===== src/rtl/btn_pkg.sv =====
// ---------------------------------------------------------------------------
// btn_pkg
// Shared definitions for the push-button conditioning path:
//   - btn_state_t : 2-bit debounce FSM state encoding
//   - DEF_*       : default debounce / auto-repeat timing for a 100 MHz clock
// ---------------------------------------------------------------------------
package btn_pkg;

    typedef enum logic [1:0] {
        IDLE_LOW  = 2'd0,
        WAIT_HIGH = 2'd1,
        HELD_HIGH = 2'd2,
        WAIT_LOW  = 2'd3
    } btn_state_t;

    // 10 ms of stability at 100 MHz
    localparam int DEF_DEBOUNCE_CYCLES = 1000000;
    localparam int DEF_CNT_W           = 20;
    // 500 ms before the first repeat, then one repeat every 100 ms
    localparam int DEF_REPEAT_DELAY    = 50000000;
    localparam int DEF_REPEAT_PERIOD   = 10000000;

endpackage


===== src/rtl/sync_2ff.sv =====
// ---------------------------------------------------------------------------
// sync_2ff
// Two-flop synchronizer for a single asynchronous board input.
// Ports:
//   clock    : destination clock, rising edge
//   reset    : asynchronous, active-high; both flops clear to 0
//   async_in : raw asynchronous input
//   sync_out : synchronized level (second flop)
// ---------------------------------------------------------------------------
module sync_2ff (
    input  logic clock,
    input  logic reset,
    input  logic async_in,
    output logic sync_out
);

    logic meta_r;
    logic sync_r;

    // Two-stage capture of the asynchronous input
    always_ff @(posedge clock or posedge reset) begin
        if (reset) begin
            meta_r <= 1'b0;
            sync_r <= 1'b0;
        end else begin
            meta_r <= async_in;
            sync_r <= meta_r;
        end
    end

    assign sync_out = sync_r;

endmodule


===== src/rtl/button_conditioner.sv =====
// ---------------------------------------------------------------------------
// button_conditioner
// Conditions one raw mechanical push-button into a debounced level plus
// single-cycle press / release pulses used as counter clock-enables.
// Optional build macro: BTN_AUTOREPEAT_EN (adds auto-repeat press pulses
// while the button stays held).
// Ports:
//   clock         : system clock, rising edge
//   reset         : asynchronous, active-high; clears all state
//   btn_in        : raw asynchronous button level, 1 = pressed
//   btn_level     : debounced registered level
//   press_pulse   : one-cycle pulse on accepted press (and on auto-repeat)
//   release_pulse : one-cycle pulse on accepted release
// ---------------------------------------------------------------------------
module button_conditioner
    import btn_pkg::*;
#(
    parameter int DEBOUNCE_CYCLES = DEF_DEBOUNCE_CYCLES,
    parameter int CNT_W           = DEF_CNT_W,
    parameter int REPEAT_DELAY    = DEF_REPEAT_DELAY,
    parameter int REPEAT_PERIOD   = DEF_REPEAT_PERIOD
) (
    input  logic clock,
    input  logic reset,
    input  logic btn_in,
    output logic btn_level,
    output logic press_pulse,
    output logic release_pulse
);

    localparam logic [CNT_W-1:0] CNT_LAST = CNT_W'(DEBOUNCE_CYCLES - 1);

    // Elaboration-time parameter sanity checks
    generate
        if (DEBOUNCE_CYCLES < 2 || DEBOUNCE_CYCLES > (2 ** CNT_W) - 1) begin : g_bad_debounce
            $error("button_conditioner: DEBOUNCE_CYCLES out of range for CNT_W");
        end
        if (REPEAT_DELAY < 1 || REPEAT_PERIOD < 1) begin : g_bad_repeat
            $error("button_conditioner: repeat timing must be at least 1 cycle");
        end
    endgenerate

    logic             sync_s;
    btn_state_t       state_r;
    btn_state_t       state_nxt_s;
    logic [CNT_W-1:0] cnt_r;
    logic [CNT_W-1:0] cnt_nxt_s;
    logic             level_s;
    logic             rep_fire_s;
    logic             btn_level_r;
    logic             press_pulse_r;
    logic             release_pulse_r;

    sync_2ff u_sync (
        .clock    (clock),
        .reset    (reset),
        .async_in (btn_in),
        .sync_out (sync_s)
    );

    // Debounce FSM state and stability counter registers
    always_ff @(posedge clock or posedge reset) begin
        if (reset) begin
            state_r <= IDLE_LOW;
            cnt_r   <= {CNT_W{1'b0}};
        end else begin
            state_r <= state_nxt_s;
            cnt_r   <= cnt_nxt_s;
        end
    end

    // Debounce FSM next-state and counter logic
    always_comb begin
        state_nxt_s = state_r;
        cnt_nxt_s   = cnt_r;
        case (state_r)
            IDLE_LOW: begin
                if (sync_s) begin
                    state_nxt_s = WAIT_HIGH;
                    cnt_nxt_s   = {CNT_W{1'b0}};
                end else begin
                    state_nxt_s = IDLE_LOW;
                end
            end
            WAIT_HIGH: begin
                if (!sync_s) begin
                    state_nxt_s = IDLE_LOW;     // bounce rejected
                end else if (cnt_r == CNT_LAST) begin
                    state_nxt_s = HELD_HIGH;
                end else begin
                    cnt_nxt_s = cnt_r + CNT_W'(1);
                end
            end
            HELD_HIGH: begin
                if (!sync_s) begin
                    state_nxt_s = WAIT_LOW;
                    cnt_nxt_s   = {CNT_W{1'b0}};
                end else begin
                    state_nxt_s = HELD_HIGH;
                end
            end
            WAIT_LOW: begin
                if (sync_s) begin
                    state_nxt_s = HELD_HIGH;    // bounce rejected
                end else if (cnt_r == CNT_LAST) begin
                    state_nxt_s = IDLE_LOW;
                end else begin
                    cnt_nxt_s = cnt_r + CNT_W'(1);
                end
            end
            default: begin
                state_nxt_s = IDLE_LOW;
                cnt_nxt_s   = {CNT_W{1'b0}};
            end
        endcase
    end

    // The debounced level is a pure decode of the registered state; the
    // pulses are edges of that level, detected against btn_level_r.
    assign level_s = (state_r == HELD_HIGH) || (state_r == WAIT_LOW);

`ifdef BTN_AUTOREPEAT_EN
    localparam int REP_MAX = (REPEAT_DELAY > REPEAT_PERIOD) ? REPEAT_DELAY : REPEAT_PERIOD;
    localparam int REP_W   = $clog2(REP_MAX + 1);

    logic [REP_W-1:0] rep_cnt_r;
    logic             rep_armed_r;
    logic             rep_run_s;
    logic [REP_W-1:0] rep_tgt_s;

    // Repeat timing runs only once the press has been reported and the
    // button is still seen held; any other state restarts the delay.
    always_comb begin
        rep_run_s  = (state_r == HELD_HIGH) && btn_level_r && sync_s;
        rep_tgt_s  = rep_armed_r ? REP_W'(REPEAT_PERIOD - 1) : REP_W'(REPEAT_DELAY - 1);
        rep_fire_s = rep_run_s && (rep_cnt_r == rep_tgt_s);
    end

    // Repeat counter and first-delay-elapsed flag
    always_ff @(posedge clock or posedge reset) begin
        if (reset) begin
            rep_cnt_r   <= {REP_W{1'b0}};
            rep_armed_r <= 1'b0;
        end else if (!rep_run_s) begin
            rep_cnt_r   <= {REP_W{1'b0}};
            rep_armed_r <= 1'b0;
        end else if (rep_fire_s) begin
            rep_cnt_r   <= {REP_W{1'b0}};
            rep_armed_r <= 1'b1;
        end else begin
            rep_cnt_r   <= rep_cnt_r + REP_W'(1);
        end
    end
`else
    assign rep_fire_s = 1'b0;
`endif

    // Output register layer: level and pulses change on the same edge
    always_ff @(posedge clock or posedge reset) begin
        if (reset) begin
            btn_level_r     <= 1'b0;
            press_pulse_r   <= 1'b0;
            release_pulse_r <= 1'b0;
        end else begin
            btn_level_r     <= level_s;
            press_pulse_r   <= (level_s && !btn_level_r) || rep_fire_s;
            release_pulse_r <= !level_s && btn_level_r;
        end
    end

    assign btn_level     = btn_level_r;
    assign press_pulse   = press_pulse_r;
    assign release_pulse = release_pulse_r;

endmodule

===== config.mk =====
export PLATFORM = sky130hd
export DESIGN_NAME = button_conditioner
export DESIGN_NICKNAME = d
export VERILOG_FILES = /design/src/rtl/btn_pkg.sv /design/src/rtl/sync_2ff.sv /design/src/rtl/button_conditioner.sv
export SDC_FILE = /design/constraint.sdc
export NUM_CORES = 1
export LEC_CHECK = 0
export ABC_CLOCK_PERIOD_IN_PS = 4430
export BUFFER_PORTS_ARGS = -buffer_cell sky130_fd_sc_hd__buf_2
export CORE_MARGIN = 4
export CORE_UTILIZATION = 43
export CTS_CLUSTER_DIAMETER = 50
export DETAILED_ROUTE_END_ITERATION = 8
export HOLD_SLACK_MARGIN = 0.03
export SYNTH_ARGS = -nofsm -noshare
export SYNTH_HDL_FRONTEND = slang
export SYNTH_SLANG_ARGS = --single-unit

===== constraint.sdc =====
create_clock -name clock -period 4.43 [get_ports clock]
set_clock_uncertainty 0.1 [all_clocks]
set_input_delay 0.2215 -clock clock [delete_from_list [all_inputs] [get_ports clock]]
set_output_delay 0.2215 -clock clock [all_outputs]
set_load 0.05 [all_outputs]

==> results.md <==
* CTS tree: done
* Placer Congestion at 0.809
* Flop2flop setup slack at 2210 ps
* Status: finished, violations left
* Area of the core at 0.00336 mm²
* Failing checks: negative hold slack
* GR met3 Demand/Resource at 2.50%
* CP peak stage delay at 740 ps
* Crit-path cells: inv_1 -> or3_1 -> or4_1 -> nand3_1
* Maximum vdd drop at 0.000125 V
* Cell-internal power at 295 µW
* Warning count from the yosys run at 0
* Yosys top cell area share at 44.8%
* P per Cell Area at 253 mW/mm²
* MaxCap Viol Count at 0
* Post-route setup TNS at 0 ps
* Critical Path RT at 4600 ps
* Crit path arrival time at 2390 ps
* Number of global-route vias before repair at 1,149
* Net Count, Synth at 163
* R2R cell count at 4
* Slew headroom at 31.3%
* Slowest cell on crit path: dfrtp_1
* Pleak at 0.000624 µW
* Fmax at 0.450 GHz
* Crit start category: flip-flop
* Core Rows at 21
* CP Max Fanout at 17
* Clk pwr share at 28.0%
* Library cells used by synthesis at 49
* DR vias at 1,255
* Number of diodes at 0
* Clock Sinks at 27
* I/O Buffers at 5
* Final Hold Vio Count at 2
* Post-synthesis register bit count at 27
* I/O pin total at 6
* Initial Utilization at 44.9%
* Synth Area per Inst at 9.49 µm²
* RSZ-0062 raised after global routing: false
* Chip Width at 67.2 µm
* Hold buffers post-CTS at 1
* Top_reg_cell synth: dfrtp_1
* Slew Viols, Final at 0
* Final nets at 165
* Sequential share of the synthesized area at 44.8%
* Switching portion of total power at 25.9%
* Post-CTS Setup Inserts at 0
* Largest net degree at the start of global routing at 30
* Htree depth at 1
* CP Launch Point: state_r[0]$_DFFE_PP0P_
* Top cells by area, synth: dfrtp_1, o21ai_0, nand2_1
* Clk Latency, worst-skew pair at 340 ps
* Fillers at 337
* Cell count along the critical path at 4
* CP top delay family: simple AND/OR/NAND/NOR gates
* Worst Hold Class: input port to asynchronous set/reset pin
* FF-to-FF Start: state_r[0]$_DFFE_PP0P_
* Flop pwr share at 65.1%
* DR WL/cell at 15.4 µm
* EDFF count, synth at 0
* Storage cell area at 676 µm²
* WL final at 3170 µm
* Crit Path Category: flip-flop to flip-flop
* Initial antenna violation count at 0
* Clock buffer count from CTS at 3
* Iter 0 DRT Violations at 123
* Hold WS at -0.248 ps
* CTS max path bufs at 2
* Area delta synth->final at 4.48%
* Crit share post-route at 50.1%
* First-pass GRT wire length at 5680 µm
* Clk root buf: clkbuf_4
* Slew at the pin closest to its max-slew limit at 1030 ps
* Setup violators final at 0
* Switching Power at 103 µW
* Post-route ant nets at 0
* Clock period minus worst slack at 2220 ps
* Drt via density at 6.09
* Clock transition at path regs at 160 ps
* Busiest grt layer: met2
* Detailed Routing Iterations Pass 1 at 4
* Mapped Cells at 159
* Share of layout cells above drive strength 1 at 12.5%
* Worst Setup EP: cnt_r[18]$_DFFE_PP0P_
* Area leader, netlist: dfrtp_1
* Multi-input gate area at 756 µm²
* Synth cell count leaders: dfrtp_1, nand2_1, o21ai_0
* Reg-to-Reg End: cnt_r[18]$_DFFE_PP0P_
* PostCTS Resize Cnt at 0
* M2 GR Usage at 24.4%
* Asr flop ratio synth at 100%
* All-Layer GR Usage at 16.5%
* DIE AREA at 0.00452 mm²
* Area of the mapped netlist at 0.00151 mm²
* Global-route met1 utilization at 23.7%
* # DRC at 0
* Hpwl dp at 2200 µm
* Combinational cell fraction of total power at 6.9%
* CP bufs+invs at 1
* Endpoint class of the critical path: flip-flop
* Die height at 67.2 µm
* Cell with the most instances after synthesis: dfrtp_1
* Grt total ovfl at 0
[power groups by stage]
stage	Clock [µW]	Sequential (µW)	Combinational [µW]
after floorplan	0	260	24.8
after CTS	118	259	28.3
after global routing	128	261	32.0
after global placement	0	263	26.8
after detailed placement	0	264	27.4
final	112	259	27.6
[sequential cells by signal (all words and copies together), names as in the netlist, named ones only]
signal and count:
cnt_r 20, release_pulse 1, u_sync.meta_r 1, state_r 1
u_sync.sync_out 1, btn_level 1, press_pulse 1
[placed cells by master (no fill, tap or decap), types with 2 or more instances in the layout]
cell,synthesis,final
nor3_1,5,5
a211oi_1,3,3
nand4_1,8,8
a31oi_1,5,5
o311ai_0,2,2
nand3_1,11,11
inv_1,4,4
buf_2,0,5
dfrtp_1,27,27
a21oi_1,4,4
nand2_1,15,15
clkbuf_4,0,3
nor2_1,7,7
and3_1,2,2
o211ai_1,2,2
o21ai_0,14,14
and2_1,2,2
o31ai_1,2,2
or4_1,2,2
or3_1,3,3
mux2i_1,3,3
nor2b_1,2,2
nor4_1,3,3
[worst min path at each step]
stage | from | to
5_1_grt | reset | cnt_r[2]$_DFFE_PP0P_
3_5_place_dp | btn_in | u_sync.meta_r$_DFF_PP0_
4_1_cts | reset | cnt_r[2]$_DFFE_PP0P_
3_3_place_gp | btn_in | u_sync.meta_r$_DFF_PP0_
6_report | reset | cnt_r[2]$_DFFE_PP0P_
2_1_floorplan | btn_in | u_sync.meta_r$_DFF_PP0_
[per-stage QoR]
step	area (µm²)	util [%]	power, µW	std cells	setup slack (ps)
after floorplan	1510	-	285	159	2350
after global placement	1540	45.7	290	201	2280
after detailed placement	1540	45.7	291	201	2240
after CTS	1580	46.9	405	206	2220
after global routing	1580	46.9	420	206	2100
final	1580	46.9	398	206	2210
[cell type report]
cell class	count	share of cell area, %
flip-flops and latches	27	42.9
multi-input cells	118	47.9
well taps	46	3.65
clock buffers	3	1.43
clock inverters	1	0.476
inverters	4	0.952
repair buffers	7	2.70
[per-layer routing]
metal	part of all wire, %	vias up
met5	0	-
met4	1.6	0
met3	3.4	6
met2	46	23
met1	49	614
li1	-	612
[logic make-up (layout without fill, tap and decap cells)]
group,after synthesis,count (layout),synth area share (%)
muxes,4,4,2.74
xor gates and xnor gates,2,2,1.16
AOI/OAI and AO/OA,42,42,18.8
and+or+nand+nor,69,69,26.0
adders and majority gates,1,1,0.829
buffers and inverters,14,15,5.64
DFF,27,27,44.8
No activity file was read; power rests on OpenSTA's default activity.
